<file path="config.mk">
export PLATFORM = sky130hd
export DESIGN_NAME = ddr_rd_burst_master
export DESIGN_NICKNAME = d
export VERILOG_FILES = /design/src/rtl/ddr_rd_burst_master.sv
export SDC_FILE = /design/constraint.sdc
export NUM_CORES = 1
export LEC_CHECK = 0
export ABC_CLOCK_PERIOD_IN_PS = 2600
export BUFFER_PORTS_ARGS = -buffer_cell sky130_fd_sc_hd__buf_2
export CAP_MARGIN = 30
export CELL_PAD_IN_SITES_DETAIL_PLACEMENT = 2
export CELL_PAD_IN_SITES_GLOBAL_PLACEMENT = 2
export CORE_AREA = 2 2 256 258
export DETAILED_ROUTE_END_ITERATION = 8
export DIE_AREA = 0 0 258 260
export GPL_TIMING_DRIVEN = 0
export PLACE_DENSITY = 0.87
export RECOVER_POWER = 50
export SLEW_MARGIN = 20
export SYNTH_ARGS = -nofsm -noshare
export SYNTH_HDL_FRONTEND = slang
export SYNTH_SLANG_ARGS = --single-unit
</file>
<file path="constraint.sdc">
create_clock -name clk -period 2.6 [get_ports clk]
set_clock_uncertainty 0.05 [all_clocks]
set_input_delay 0.78 -clock clk [delete_from_list [all_inputs] [get_ports clk]]
set_output_delay 0.78 -clock clk [all_outputs]
set_load 0.05 [all_outputs]
</file>
<file path="src/rtl/ddr_rd_burst_master.sv">
// ---------------------------------------------------------------------------
// ddr_rd_burst_master
//
// Turns a frame-read request (start address + beat count) into a sequence of
// AXI4 INCR read bursts of at most BURST_LEN beats. Only one burst is in
// flight at a time. Each returned R beat is written into the read-side pixel
// FIFO one cycle later. A new burst is only issued while the FIFO reports
// room for a full burst.
//
// Ports
//   clk, rst             DDR user clock, synchronous active-high reset
//   req_valid/addr/num   request from the read address controller; a request
//                        is taken on a rising edge of req_valid while idle
//   rd_done              level flag, high from completion until next request
//   rd_err               sticky, a non-OKAY rresp was seen in this request
//   fifo_prog_full       FIFO cannot take another BURST_LEN beats
//   fifo_wr_en/wdata     one write per accepted R beat
//   ar*                  AXI4 read address channel (arid/arsize/arburst fixed)
//   r*                   AXI4 read data channel
// ---------------------------------------------------------------------------
module ddr_rd_burst_master #(
    parameter int ADDR_WIDTH   = 30,
    parameter int RD_NUM_WIDTH = 28,
    parameter int DATA_WIDTH   = 256,
    parameter int BURST_LEN    = 16,
    parameter int ID_WIDTH     = 4
) (
    input  logic                    clk,
    input  logic                    rst,
    input  logic                    req_valid,
    input  logic [ADDR_WIDTH-1:0]   req_addr,
    input  logic [RD_NUM_WIDTH-1:0] req_num,
    output logic                    rd_done,
    output logic                    rd_err,
    input  logic                    fifo_prog_full,
    output logic                    fifo_wr_en,
    output logic [DATA_WIDTH-1:0]   fifo_wdata,
    output logic [ID_WIDTH-1:0]     arid,
    output logic [ADDR_WIDTH-1:0]   araddr,
    output logic [7:0]              arlen,
    output logic [2:0]              arsize,
    output logic [1:0]              arburst,
    output logic                    arvalid,
    input  logic                    arready,
    input  logic [DATA_WIDTH-1:0]   rdata,
    input  logic [1:0]              rresp,
    input  logic                    rlast,
    input  logic                    rvalid,
    output logic                    rready
);

    localparam int BEAT_BYTES = DATA_WIDTH / 8;
    localparam int SIZE_LOG2  = $clog2(BEAT_BYTES);
    localparam logic [RD_NUM_WIDTH-1:0] BURST_MAX = RD_NUM_WIDTH'(BURST_LEN);

    typedef enum logic [2:0] {
        S_IDLE,
        S_WAIT,
        S_ADDR,
        S_DATA,
        S_DONE
    } state_t;

    state_t                  r_state;
    logic                    r_req_valid_d;
    logic [ADDR_WIDTH-1:0]   r_cur_addr;
    logic [RD_NUM_WIDTH-1:0] r_remain;
    logic [ADDR_WIDTH-1:0]   r_araddr;
    logic [7:0]              r_arlen;
    logic                    r_arvalid;
    logic                    r_rready;
    logic                    r_fifo_wr_en;
    logic [DATA_WIDTH-1:0]   r_fifo_wdata;
    logic                    r_rd_done;
    logic                    r_rd_err;

    logic                    w_req_edge;
    logic [RD_NUM_WIDTH-1:0] w_beats;
    logic [8:0]              w_len_p1;
    logic                    w_beat;

    assign w_req_edge = req_valid & ~r_req_valid_d;
    // Beats in the next burst: the lesser of what is left and BURST_LEN.
    assign w_beats    = (r_remain > BURST_MAX) ? BURST_MAX : r_remain;
    // arlen+1 needs 9 bits when BURST_LEN is 256.
    assign w_len_p1   = {1'b0, r_arlen} + 9'd1;
    // rready is only high in DATA, so this is an accepted beat of our burst.
    assign w_beat     = rvalid & r_rready;

    always_ff @(posedge clk) begin
        if (rst) begin
            r_state       <= S_IDLE;
            r_req_valid_d <= 1'b0;
            r_cur_addr    <= '0;
            r_remain      <= '0;
            r_araddr      <= '0;
            r_arlen       <= '0;
            r_arvalid     <= 1'b0;
            r_rready      <= 1'b0;
            r_fifo_wr_en  <= 1'b0;
            r_fifo_wdata  <= '0;
            r_rd_done     <= 1'b0;
            r_rd_err      <= 1'b0;
        end else begin
            // Edge detector runs in every state so an edge that arrives while
            // busy is consumed and not replayed on return to IDLE.
            r_req_valid_d <= req_valid;
            r_fifo_wr_en  <= w_beat;
            if (w_beat) begin
                r_fifo_wdata <= rdata;
            end

            case (r_state)
                S_IDLE: begin
                    if (w_req_edge) begin
                        r_cur_addr <= req_addr;
                        r_remain   <= req_num;
                        r_rd_done  <= 1'b0;
                        r_rd_err   <= 1'b0;
                        r_state    <= (req_num == '0) ? S_DONE : S_WAIT;
                    end
                end
                S_WAIT: begin
                    if (!fifo_prog_full) begin
                        r_araddr  <= r_cur_addr;
                        r_arlen   <= 8'(w_beats - RD_NUM_WIDTH'(1));
                        r_arvalid <= 1'b1;
                        r_state   <= S_ADDR;
                    end
                end
                S_ADDR: begin
                    if (arready) begin
                        r_arvalid  <= 1'b0;
                        r_cur_addr <= r_cur_addr + (ADDR_WIDTH'(w_len_p1) << SIZE_LOG2);
                        r_remain   <= r_remain - RD_NUM_WIDTH'(w_len_p1);
                        r_rready   <= 1'b1;
                        r_state    <= S_DATA;
                    end
                end
                S_DATA: begin
                    if (w_beat) begin
                        if (rresp != 2'b00) begin
                            r_rd_err <= 1'b1;
                        end
                        if (rlast) begin
                            r_rready <= 1'b0;
                            r_state  <= (r_remain == '0) ? S_DONE : S_WAIT;
                        end
                    end
                end
                S_DONE: begin
                    r_rd_done <= 1'b1;
                    r_state   <= S_IDLE;
                end
                default: r_state <= S_IDLE;
            endcase
        end
    end

    assign arid       = '0;
    assign arsize     = 3'(SIZE_LOG2);
    assign arburst    = 2'b01;
    assign araddr     = r_araddr;
    assign arlen      = r_arlen;
    assign arvalid    = r_arvalid;
    assign rready     = r_rready;
    assign fifo_wr_en = r_fifo_wr_en;
    assign fifo_wdata = r_fifo_wdata;
    assign rd_done    = r_rd_done;
    assign rd_err     = r_rd_err;

endmodule

</file>
==> flow_summary.json <==
{
  "maxCapViolations": 0,
  "place.gp.congestion": 0.935,
  "setup_ws_ns": -0.703,
  "met3_usage": 0.0692,
  "firstDrtPassIters": 6,
  "rows": 93,
  "async_flop_share": 0,
  "synthesis.area_mm2": 0.0147,
  "ant_nets": 0,
  "power.leakage_nw": 7.85,
  "syn_to_final_growth_pct": 47.2,
  "dieArea_mm2": 0.0671,
  "synth_common_cells": "nand2_1, dfxtp_1, a21oi_1",
  "drt_iter0_drc": 1458,
  "ff2ff_setup_slack_ns": -0.70,
  "postLayoutCoreUtil": 0.338,
  "yosys_warnings": 0,
  "design.core.area_mm2": 0.0641,
  "cts_buffers": 43,
  "root_buffer": "clkbuf_16",
  "routed_via_density": 5.22,
  "synthTopCellsByArea": "dfxtp_1, nand2_1, a21oi_1, clkbuf_1, ha_1",
  "cts_tree": "yes",
  "final-hold-violation-count": 0,
  "antenna_found_initial": 20,
  "grt_pass1_wl_um": 130000,
  "synth_top_area_share": 0.491,
  "setup.worst_path.start_class": "register",
  "synth_cell_types": 73,
  "grtUsageMet2": 0.464,
  "route.vias.total": 18500,
  "start_util": 0.229,
  "fin_area_mm2": 0.0216,
  "critPathArrivalTime_ns": 3.69,
  "route.detailed.wl_per_inst_um": 27.2,
  "clock_latency_ns": 0.61,
  "die_h_um": 260,
  "max_freq_mhz": 303,
  "clockBufferDepth": 3,
  "gr-usage-met1": 0.274,
  "crit_required_ns": 2.99,
  "worst_pin_slew_ns": 1.12,
  "post-route-drc-count": 0,
  "path_class": "reg2reg",
  "grt_overflow": 0,
  "post-synth-top-count-cell": "nand2_1",
  "dp_worst_setup_slack_ns": -0.846,
  "fin_nets": 2985,
  "synth_seq_cells": 361,
  "portBuffers": 621,
  "grt_pass1_vias": 20100,
  "seq_area_frac_synth": 0.491,
  "cts.sinks": 361,
  "layout-drive-gt1-share": 0.235,
  "dp_hpwl_um": 63200,
  "failed_checks": "negative setup slack",
  "ir_drop_mv": 0.445,
  "grt_max_degree": 13,
  "synth_edf_count": 0,
  "slew_headroom": 0.250,
  "top_usage_layer": "met2",
  "die_w_um": 258,
  "rsz0062_at_grt": "true",
  "synthCells": 1908,
  "synth.avg_cell_area_um2": 7.71,
  "drt-total-wl_um": 96200,
  "slew_violations": 0,
  "min_path_type": "in2reg",
  "setup_viol": 62,
  "grt_usage": 0.255,
  "place_area_mm2": 0.0190,
  "synth_top_area_cell": "dfxtp_1",
  "cp_max_fo": 4,
  "min_period_ns": 3.30,
  "clk_pin_slew_worst_paths_ns": 0.08,
  "io_pins": 631,
  "status": "complete, but fails checks",
  "cp-end-kind": "register",
  "synthFlopType": "dfxtp_1",
  "htree_num_levels": 2,
  "p_per_area_mw_per_mm2": 842,
  "finalCritPeriodShare": 1.27
}
path summary, 6_finish.rpt:
| path | start | cells after the start | end |
|---|---|---|---|
| worst min register to register | fifo_wdata[34]$_SDFFE_PP0P_ | 2 | fifo_wdata[34]$_SDFFE_PP0P_ |
| worst min-delay path | rdata[204] | 3 | fifo_wdata[204]$_SDFFE_PP0P_ |
| worst max register to register | arlen[0]$_SDFFE_PP0P_ | 15 | r_remain[12]$_SDFFE_PP0P_ |
| worst max-delay path | arlen[0]$_SDFFE_PP0P_ | 15 | r_remain[12]$_SDFFE_PP0P_ |
layout by cell type (no fill, tap or decap), types with 9 or more instances in the layout:
master	n
clkbuf_16	43
a311oi_1	11
a31oi_1	11
inv_1	15
nor4_1	12
dfxtp_1	353
buf_1	9
nand3_1	24
or3_1	13
conb_1	9
o21ai_0	19
ha_4	12
a22oi_1	11
clkbuf_2	21
clkbuf_1	396
buf_6	22
nand2_1	653
diode_2	12
clkbuf_8	17
buf_2	335
nor2_1	57
a21oi_1	322
nor3_1	24
buf_4	45
critical path, cell delays in order (launching register included):
cell and delay (ns):
dfxtp_4 0.40, and3_4 0.21, nand3_4 0.11, nor2_4 0.20, xor2_4 0.34, inv_2 0.10, ha_4 0.25, a211oi_2 0.22
o211ai_1 0.14, buf_4 0.18, a21boi_4 0.23, buf_4 0.15, buf_6 0.10, o21ai_0 0.09, a22oi_1 0.24, nor2_1 0.11
cells by family (layout without fill, tap and decap cells):
kind of cell,after synthesis,count (layout),synth area share
and+or+nand+nor,858,858,0.243
buffers and inverters,166,924,0.0457
other,2,21,0.000511
muxes,5,5,0.00340
AOI/OAI and AO/OA,476,476,0.186
DFF,361,361,0.491
adders and majority gates,22,22,0.0197
xor gates and xnor gates,18,18,0.0107
through the flow:
| step | hold WS, ns | std cells | power, mW | setup TNS [ns] |
|---|---|---|---|---|
| 2_1_floorplan | 0.382 | 1915 | 8.67 | -0.386 |
| 3_3_place_gp | 0.388 | 3391 | 9.94 | -134.55 |
| 3_5_place_dp | 0.398 | 3391 | 10.1 | -146.73 |
| 4_1_cts | 0.341 | 3499 | 17.2 | -3.12 |
| 5_1_grt | 0.374 | 3536 | 18.7 | -27.42 |
| 6_report | 0.379 | 3540 | 18.2 | -20.31 |
layout make-up:
class	count	area, um2
fillers	7521	42500
multi-input cells	1388	7780
flip-flops and latches	361	7250
repair buffers	681	3310
clock buffers	66	1330
well taps	855	1070
plain buffers	146	637
clock inverters	12	160
inverters	19	73.8
diodes	12	30.0
repair_timing:
item                       4_1_cts  5_1_grt
setup endpoints to repair       77       88
hold buffers                     0        0
gates resized for setup         94      121
pin swaps                       25       56
buffers inserted                30       30
layer usage:
| metal | up-vias | wire length, um | share of wire |
|---|---|---|---|
| met5 | - | 94 | 0.00098 |
| met4 | 16 | 6220 | 0.065 |
| li1 | 7914 | - | - |
| met2 | 1076 | 48000 | 0.50 |
| met3 | 418 | 7710 | 0.080 |
| met1 | 9054 | 34200 | 0.36 |
sequential cells by signal, indices dropped and copies added (netlist names):
signal         flops
araddr            30
arlen              8
arvalid            1
fifo_wdata       256
fifo_wr_en         1
r_cur_addr        30
r_remain          28
r_req_valid_d      1
r_state            3
rd_done            1
rd_err             1
rready             1
power breakdown:
| part | switching (mW) | leakage, nW | internal, mW | total [mW] |
|---|---|---|---|---|
| logic | 3.57 | 4.19 | 1.82 | 5.40 |
| clock network | 2.77 | 0.735 | 3.75 | 6.52 |
| registers | 0.433 | 2.93 | 5.87 | 6.30 |
| total | 6.77 | 7.85 | 11.4 | 18.2 |
Power figures use the tool's default switching activity.
